==> src/rtl/ttl74_pkg.sv <==
// Shared constants for the 74151 scanner: FSM encoding and selector geometry.
package ttl74_pkg;
  localparam int MUX_CHANNELS  = 8;
  localparam int MUX_SEL_WIDTH = 3;

  localparam logic [1:0] SCAN_IDLE   = 2'd0;
  localparam logic [1:0] SCAN_SETTLE = 2'd1;
  localparam logic [1:0] SCAN_SAMPLE = 2'd2;
endpackage

==> src/rtl/ttl74151_scanner_settle_timer.sv <==
// Settle-time counter for one selector channel; runs only while enabled, cleared otherwise.
module scan_settle_timer #(
  parameter int SETTLE_CYCLES = 1
) (
  input  logic i_clock,
  input  logic i_reset,
  input  logic i_clear,
  input  logic i_enable,
  output logic o_done
);
  localparam logic [3:0] TARGET = 4'(SETTLE_CYCLES);

  logic [3:0] r_count;
  logic [3:0] w_count_inc;

  assign w_count_inc = r_count + 4'd1;
  // done flags the edge at which the count reaches SETTLE_CYCLES
  assign o_done = i_enable && (w_count_inc == TARGET);

  always_ff @(posedge i_clock) begin
    if (i_reset || i_clear) begin
      r_count <= 4'd0;
    end else if (i_enable) begin
      r_count <= w_count_inc;
    end
  end
endmodule

==> src/rtl/ttl74151_scanner.sv <==
// Serial reader for an external 8:1 selector: steps the address, waits, samples,
// and presents the assembled byte with a one-cycle valid strobe.
module ttl74151_scanner
  import ttl74_pkg::*;
#(
  parameter int SETTLE_CYCLES = 1
) (
  input  logic                     i_clock,
  input  logic                     i_reset,
  input  logic                     i_start,
  input  logic                     i_abort,
  input  logic                     i_mux_out,
  output logic [MUX_SEL_WIDTH-1:0] o_mux_sel,
  output logic                     o_mux_enable_n,
  output logic [MUX_CHANNELS-1:0]  o_data,
  output logic                     o_valid,
  output logic                     o_busy
);
  localparam logic [1:0] FIRST_PHASE = (SETTLE_CYCLES == 0) ? SCAN_SAMPLE : SCAN_SETTLE;
  localparam logic [MUX_SEL_WIDTH-1:0] LAST_CHAN = MUX_SEL_WIDTH'(MUX_CHANNELS - 1);

  logic [1:0]               r_state;
  logic [MUX_SEL_WIDTH-1:0] r_chan;
  logic                     r_enable_n;
  logic [MUX_CHANNELS-1:0]  r_shadow;
  logic [MUX_CHANNELS-1:0]  r_data;
  logic                     r_valid;
  logic                     r_busy;
  logic                     w_in_settle;
  logic                     w_settle_done;

  assign w_in_settle = (r_state == SCAN_SETTLE);

  scan_settle_timer #(
    .SETTLE_CYCLES(SETTLE_CYCLES)
  ) u_settle_timer (
    .i_clock (i_clock),
    .i_reset (i_reset),
    .i_clear (!w_in_settle),
    .i_enable(w_in_settle),
    .o_done  (w_settle_done)
  );

  always_ff @(posedge i_clock) begin
    if (i_reset) begin
      r_state    <= SCAN_IDLE;
      r_chan     <= '0;
      r_enable_n <= 1'b1;
      r_shadow   <= '0;
      r_data     <= '0;
      r_valid    <= 1'b0;
      r_busy     <= 1'b0;
    end else begin
      r_valid <= 1'b0;
      case (r_state)
        SCAN_IDLE: begin
          if (i_start && !i_abort) begin
            r_state    <= FIRST_PHASE;
            r_chan     <= '0;
            r_enable_n <= 1'b0;
            r_busy     <= 1'b1;
          end
        end
        SCAN_SETTLE: begin
          if (i_abort) begin
            r_state    <= SCAN_IDLE;
            r_chan     <= '0;
            r_enable_n <= 1'b1;
            r_busy     <= 1'b0;
          end else if (w_settle_done) begin
            r_state <= SCAN_SAMPLE;
          end
        end
        SCAN_SAMPLE: begin
          if (i_abort) begin
            r_state    <= SCAN_IDLE;
            r_chan     <= '0;
            r_enable_n <= 1'b1;
            r_busy     <= 1'b0;
          end else begin
            r_shadow[r_chan] <= i_mux_out;
            if (r_chan == LAST_CHAN) begin
              // last bit bypasses the shadow so data lands together with valid
              r_data     <= {i_mux_out, r_shadow[MUX_CHANNELS-2:0]};
              r_valid    <= 1'b1;
              r_state    <= SCAN_IDLE;
              r_chan     <= '0;
              r_enable_n <= 1'b1;
              r_busy     <= 1'b0;
            end else begin
              r_chan  <= r_chan + 1'b1;
              r_state <= FIRST_PHASE;
            end
          end
        end
        default: begin
          r_state    <= SCAN_IDLE;
          r_chan     <= '0;
          r_enable_n <= 1'b1;
          r_busy     <= 1'b0;
        end
      endcase
    end
  end

  assign o_mux_sel      = r_chan;
  assign o_mux_enable_n = r_enable_n;
  assign o_data         = r_data;
  assign o_valid        = r_valid;
  assign o_busy         = r_busy;
endmodule

==> config.mk <==
export PLATFORM = sky130hd
export DESIGN_NAME = ttl74151_scanner
export DESIGN_NICKNAME = d
export VERILOG_FILES = /design/src/rtl/ttl74_pkg.sv /design/src/rtl/ttl74151_scanner_settle_timer.sv /design/src/rtl/ttl74151_scanner.sv
export SDC_FILE = /design/constraint.sdc
export NUM_CORES = 1
export LEC_CHECK = 0
export CELL_PAD_IN_SITES_DETAIL_PLACEMENT = 1
export CELL_PAD_IN_SITES_GLOBAL_PLACEMENT = 1
export CORE_MARGIN = 2
export CORE_UTILIZATION = 31
export CTS_CLUSTER_DIAMETER = 30
export DETAILED_ROUTE_END_ITERATION = 10
export PLACE_DENSITY = 0.67
export SETUP_SLACK_MARGIN = 0.5
export SYNTH_ARGS = -nofsm -noshare
export SYNTH_HDL_FRONTEND = slang
export SYNTH_HIERARCHICAL = 1
export SYNTH_SLANG_ARGS = --single-unit
export TNS_END_PERCENT = 5
==> constraint.sdc <==
create_clock -name i_clock -period 1.7 [get_ports i_clock]
set_input_delay 0.51 -clock i_clock [delete_from_list [all_inputs] [get_ports i_clock]]
set_output_delay 0.51 -clock i_clock [all_outputs]
set_load 0.03 [all_outputs]
Yosys cells after proc, flatten, opt, wreduce, memory -nomap -nowiden
Cells that the tools add are included.
{"block": "op_classes", "n_addsub": 2, "n_lt_le_gt_ge": 2, "n_eq_ne": 8, "mux": 25, "bitwise_logic": 2, "reduce_logical": 13}
{"operator": "1-bit two-way mux", "count": 12}
{"operator": "3-bit two-way mux", "count": 4}
{"operator": "3-bit one-hot mux with 3 select lines", "count": 1}
{"operator": "8-bit bitwise mux", "count": 1}
{"operator": "2-bit two-way mux", "count": 3}
{"operator": "3-bit != test, second input constant", "count": 2}
{"operator": "1-bit one-hot mux with 3 select lines", "count": 2}
{"operator": "2-bit one-hot mux with 3 select lines", "count": 1}
{"operator": "2-bit AND reduction", "count": 3}
{"operator": "3-bit AND reduction", "count": 2}
{"operator": "4-bit by 1-bit adder with 4-bit output, second input constant", "count": 1}
{"operator": "4-bit by 1-bit equality test with 1-bit output, second input constant", "count": 1}
{"operator": "3-bit by 4-bit < comparator with 1-bit output, second input constant", "count": 1}
{"operator": "2-bit != test, second input constant", "count": 2}
{"operator": "3-bit by 1-bit adder with 3-bit output, second input constant", "count": 1}
{"operator": "1-bit demux with 3-bit select", "count": 1}
{"operator": "3-bit equality test, second input constant", "count": 1}
{"operator": "3-bit by 1-bit >= comparator with 1-bit output, second input constant", "count": 1}
{"operator": "1-bit logical AND", "count": 3}
{"operator": "3-bit OR reduction", "count": 1}
{"operator": "2-bit by 1-bit equality test with 1-bit output, second input constant", "count": 1}
{"operator": "2-bit equality test, second input constant", "count": 1}
{"operator": "1-bit zero test", "count": 2}
{"operator": "2-bit zero test", "count": 1}
{"operator": "2 further kinds", "count": 3}
{"block": "totals", "regBits": 28, "elab_cells": 60}

Logic depth before layout (Yosys ltp)
{"block": "depth", "ltp_word": 6, "ltp_mapped": 8}

Cells and area by module
The synthesis kept the hierarchy.
{"module": "ttl74151_scanner", "n_inst": 1, "cells_per_inst": 107, "area_per_inst_um2": 997.2}
{"module": "scan_settle_timer", "n_inst": 1, "cells_per_inst": 26, "area_per_inst_um2": 224.0}

Worst setup path before layout
OpenSTA, ideal clock, no wires.
{"block": "synth_path", "path_kind": "flip-flop to flip-flop", "from": "register r_chan[1] (netlist: o_mux_sel[1])", "to": "register r_data[0] (netlist: o_data[0])", "setup_ns": 0.132, "arrival_ns": 1.882, "setup_slack_ns": -0.314, "stages_incl_launch_ff": 7, "path_buffers": 1, "path_cell_list": "dfxtp_1 > ha_1 > ha_1 > or4bb_1 > clkbuf_1 > nand2_1 > a21oi_1"}
{"block": "synth_via", "elab_chain_cells": 2}
{"item": "from (decl)", "line_no": "ttl74151_scanner.sv:23", "text": "logic [MUX_SEL_WIDTH-1:0] r_chan;"}
{"item": "from (signal assigned)", "line_no": "ttl74151_scanner.sv:91", "text": "r_chan <= r_chan + 1'b1;"}
{"item": "3-bit equality test", "line_no": "ttl74151_scanner.sv:82", "text": "if (r_chan == LAST_CHAN) begin"}
{"item": "3-bit AND reduction (no line)"}
{"item": "to (signal assigned)", "line_no": "ttl74151_scanner.sv:84", "text": "r_data <= {i_mux_out, r_shadow[MUX_CHANNELS-2:0]};"}
{"item": "to (decl)", "line_no": "ttl74151_scanner.sv:26", "text": "logic [MUX_CHANNELS-1:0] r_data;"}
No other way between the ends.
A chain may end at the register's enable or synchronous reset.

Final worst setup path
{"block": "layout_path", "from": "register r_chan[0] (netlist: o_mux_sel[0])", "to": "register r_data[1] (netlist: o_data[1])"}
The elaborated chain is that of the path after synthesis.

==> out/qor.yml <==
reg2regPathDepth: 6
cts_sinks: 27
fin_crit_sh: 0.878
synth-edff-count: 0
place.gp.congestion: 0.746
outcome: "finished, final reports clean"
worstSkewPairLatency_ns: 0.27
synthFlopType: "dfxtp_1"
ant_nets: 0
tns_ns: 0
vias: 1128
hp-class: "register to register"
synth_cells: 133
root_buffer: "clkbuf_8"
antenna_found_initial: 0
power.leakage_nw: 0.610
startpoint: "o_mux_sel[0]"
ctsLongestPathBuffers: 2
worst_pin_slew_ns: 0.360
core_area_mm2: 0.00372
rsz0062_at_grt: "true"
cts_tree: "built"
clock_skew_ns: 0.00372
timing.fmax_ghz: 0.670
slew_headroom: 0.757
crit_fanout: 9
initial_utilization: 0.329
mostFrequentLayoutCells: "dfxtp_1 (20), buf_4 (20), nand2_1 (19)"
grt_pass1_wl_mm: 5.59
gr-total-overflow: 0
slew_viol_final: 0
seqPwrFrac: 0.568
r2r-start: "o_mux_sel[0]"
design_power_total_mw: 1.14
grt_max_degree: 17
worstSetupStartpointType: "register"
pwr-share-comb: 0.110
finish.utilization: 0.475
numCtsBuffers: 3
h-tree-depth: 1
worstPathArrival_ns: 1.66
std_cell_rows: 22
nets: 179
die_height_um: 66.8
clk_pin_slew_worst_paths_ns: 0.09
detail_route.wl_per_cell_um: 15.1
setup_violations: 0
area_delta_synth_final_pct: 44.5
netlist_area_mm2: 0.00122
p_sw_frac: 0.242
ioPinCount: 19
synth_fp_nets: 142
cap_violations: 0
pwr-share-clk: 0.321
totalWireLength_mm: 3.29
drt_first_pass_iters: 4
syn_area_per_cell_um2: 9.18
vias_per_cell: 5.20
ir_drop_v: 0.000390
drtIter0Drc: 33
r2r-end: "o_data[1]"
die_width_um: 66.8
grt_pass1_vias: 1192
synthArstFlopShare: 0
die_area_mm2: 0.00446
num_antenna_cells: 0
drive_gt1_frac: 0.385
p_switching_mw: 0.274
synth.distinct_cells: 39
grt_util_all_layers: 0.169
worst-r2r-setup-slack_ns: 0.21
period_needed_ns: 1.49
io_buffers: 18
power_density_mw_per_mm2: 643
power.internal_mw: 0.861
fillerInstances: 446
hold_viol: 0
drc: 0
cp_data_required_time_ns: 1.87
end_kind: "register"
critPathKind: "register to register"
synth-seq-cells: 27
critPathCapture: "o_data[1]"
synth_warnings: 6
dp_hpwl_mm: 2.30
yosysSeqAreaShare: 0.443
==> worst min-delay path by stage <==
stage,startpoint,depth (start not counted),slack [ns],endpoint
after global routing,o_data[6],2,0.51,o_data[6]
after CTS,o_data[2],2,0.47,o_data[2]
after floorplan,r_shadow[1],2,0.43,o_data[1]
after global placement,o_data[3],2,0.44,o_data[3]
after detailed placement,o_data[2],2,0.46,o_data[2]
final,o_data[2],2,0.46,o_data[2]
==> power groups by stage <==
| stage | logic [mW] | clock network, mW | registers (mW) |
|---|---|---|---|
| 5_1_grt | 0.137 | 0.413 | 0.647 |
| 3_3_place_gp | 0.115 | 0 | 0.660 |
| 2_1_floorplan | 0.0549 | 0 | 0.671 |
| 3_5_place_dp | 0.119 | 0 | 0.661 |
| 6_report | 0.125 | 0.365 | 0.645 |
| 4_1_cts | 0.123 | 0.381 | 0.645 |
==> through the flow <==
step	area [um^2]	worst slack (ns)	hold WS, ns	cells
detailed placement	1590	-0.416	0.459	208
finish	1760	0.207	0.464	217
global placement	1590	-0.300	0.444	208
global route	1760	0.146	0.507	217
floorplan	1270	0.145	0.429	133
CTS	1740	0.223	0.473	217
==> layer usage <==
metal	vias to the layer above	global-route usage	part of all wire
met1	546	0.209	0.45
met5	-	0	0
met4	0	0.0612	0.016
met2	19	0.288	0.51
met3	5	0.0355	0.031
li1	558	-	-
==> critical path, stage by stage (launching register included) <==
cell and delay (ns):
dfxtp_4 0.38, ha_4 0.14, ha_4 0.15, or4bb_1 0.41
buf_6 0.16, nand2_1 0.07, a21oi_1 0.08
==> registers in the layout, indices dropped and copies added (netlist names) <==
name and count:
o_data 8, r_shadow 7, u_settle_timer/r_count 4, o_mux_sel 3
r_state 2, o_busy 1, o_mux_enable_n 1, o_valid 1
==> what timing repair did <==
item | CTS | global route
pin swaps | 5 | 5
setup endpoints to repair | 41 | 41
resized for setup | 73 | 6
hold buffers | 0 | 0
buffers inserted | 5 | 0
==> synth_stat cells (2+ instances only) <==
cell type	count	area share
nor2b_1	2	0.010
nor3b_1	2	0.012
clkbuf_1	5	0.015
o31ai_1	6	0.037
nor2_1	3	0.0092
nor3_1	7	0.029
a21oi_1	12	0.049
o21ai_0	2	0.0082
xor2_1	2	0.014
dfxtp_1	27	0.44
buf_2	2	0.0082
ha_1	4	0.041
o211ai_1	5	0.031
nand2b_1	3	0.015
a22o_1	2	0.014
nor4_1	2	0.010
a21boi_0	2	0.012
inv_1	4	0.012
nand4_1	2	0.010
nand2_1	20	0.061
==> logic make-up (layout without fill, tap and decap cells) <==
logic type               Yosys count  in the layout  synth area share
buffers and inverters             14             50            0.0543
XOR/XNOR                           3              3            0.0215
AO/OA/AOI/OAI                     37             37             0.229
flip-flops                        27             27             0.443
adder cells (fa/ha/maj)            4              4            0.0410
multiplexers                       1              1           0.00820
AND/OR/NAND/NOR                   47             47             0.204
==> cell type report <==
cell class              instances  area [um^2]  share of cell area
multi-input cells              92          708               0.401
flip-flops and latches         27          557               0.316
repair buffers                 41          374               0.212
well taps                      48         60.1              0.0340
clock buffers                   4         45.0              0.0255
inverters                       5         20.0              0.0113
No activity file was read; power rests on OpenSTA's default activity.
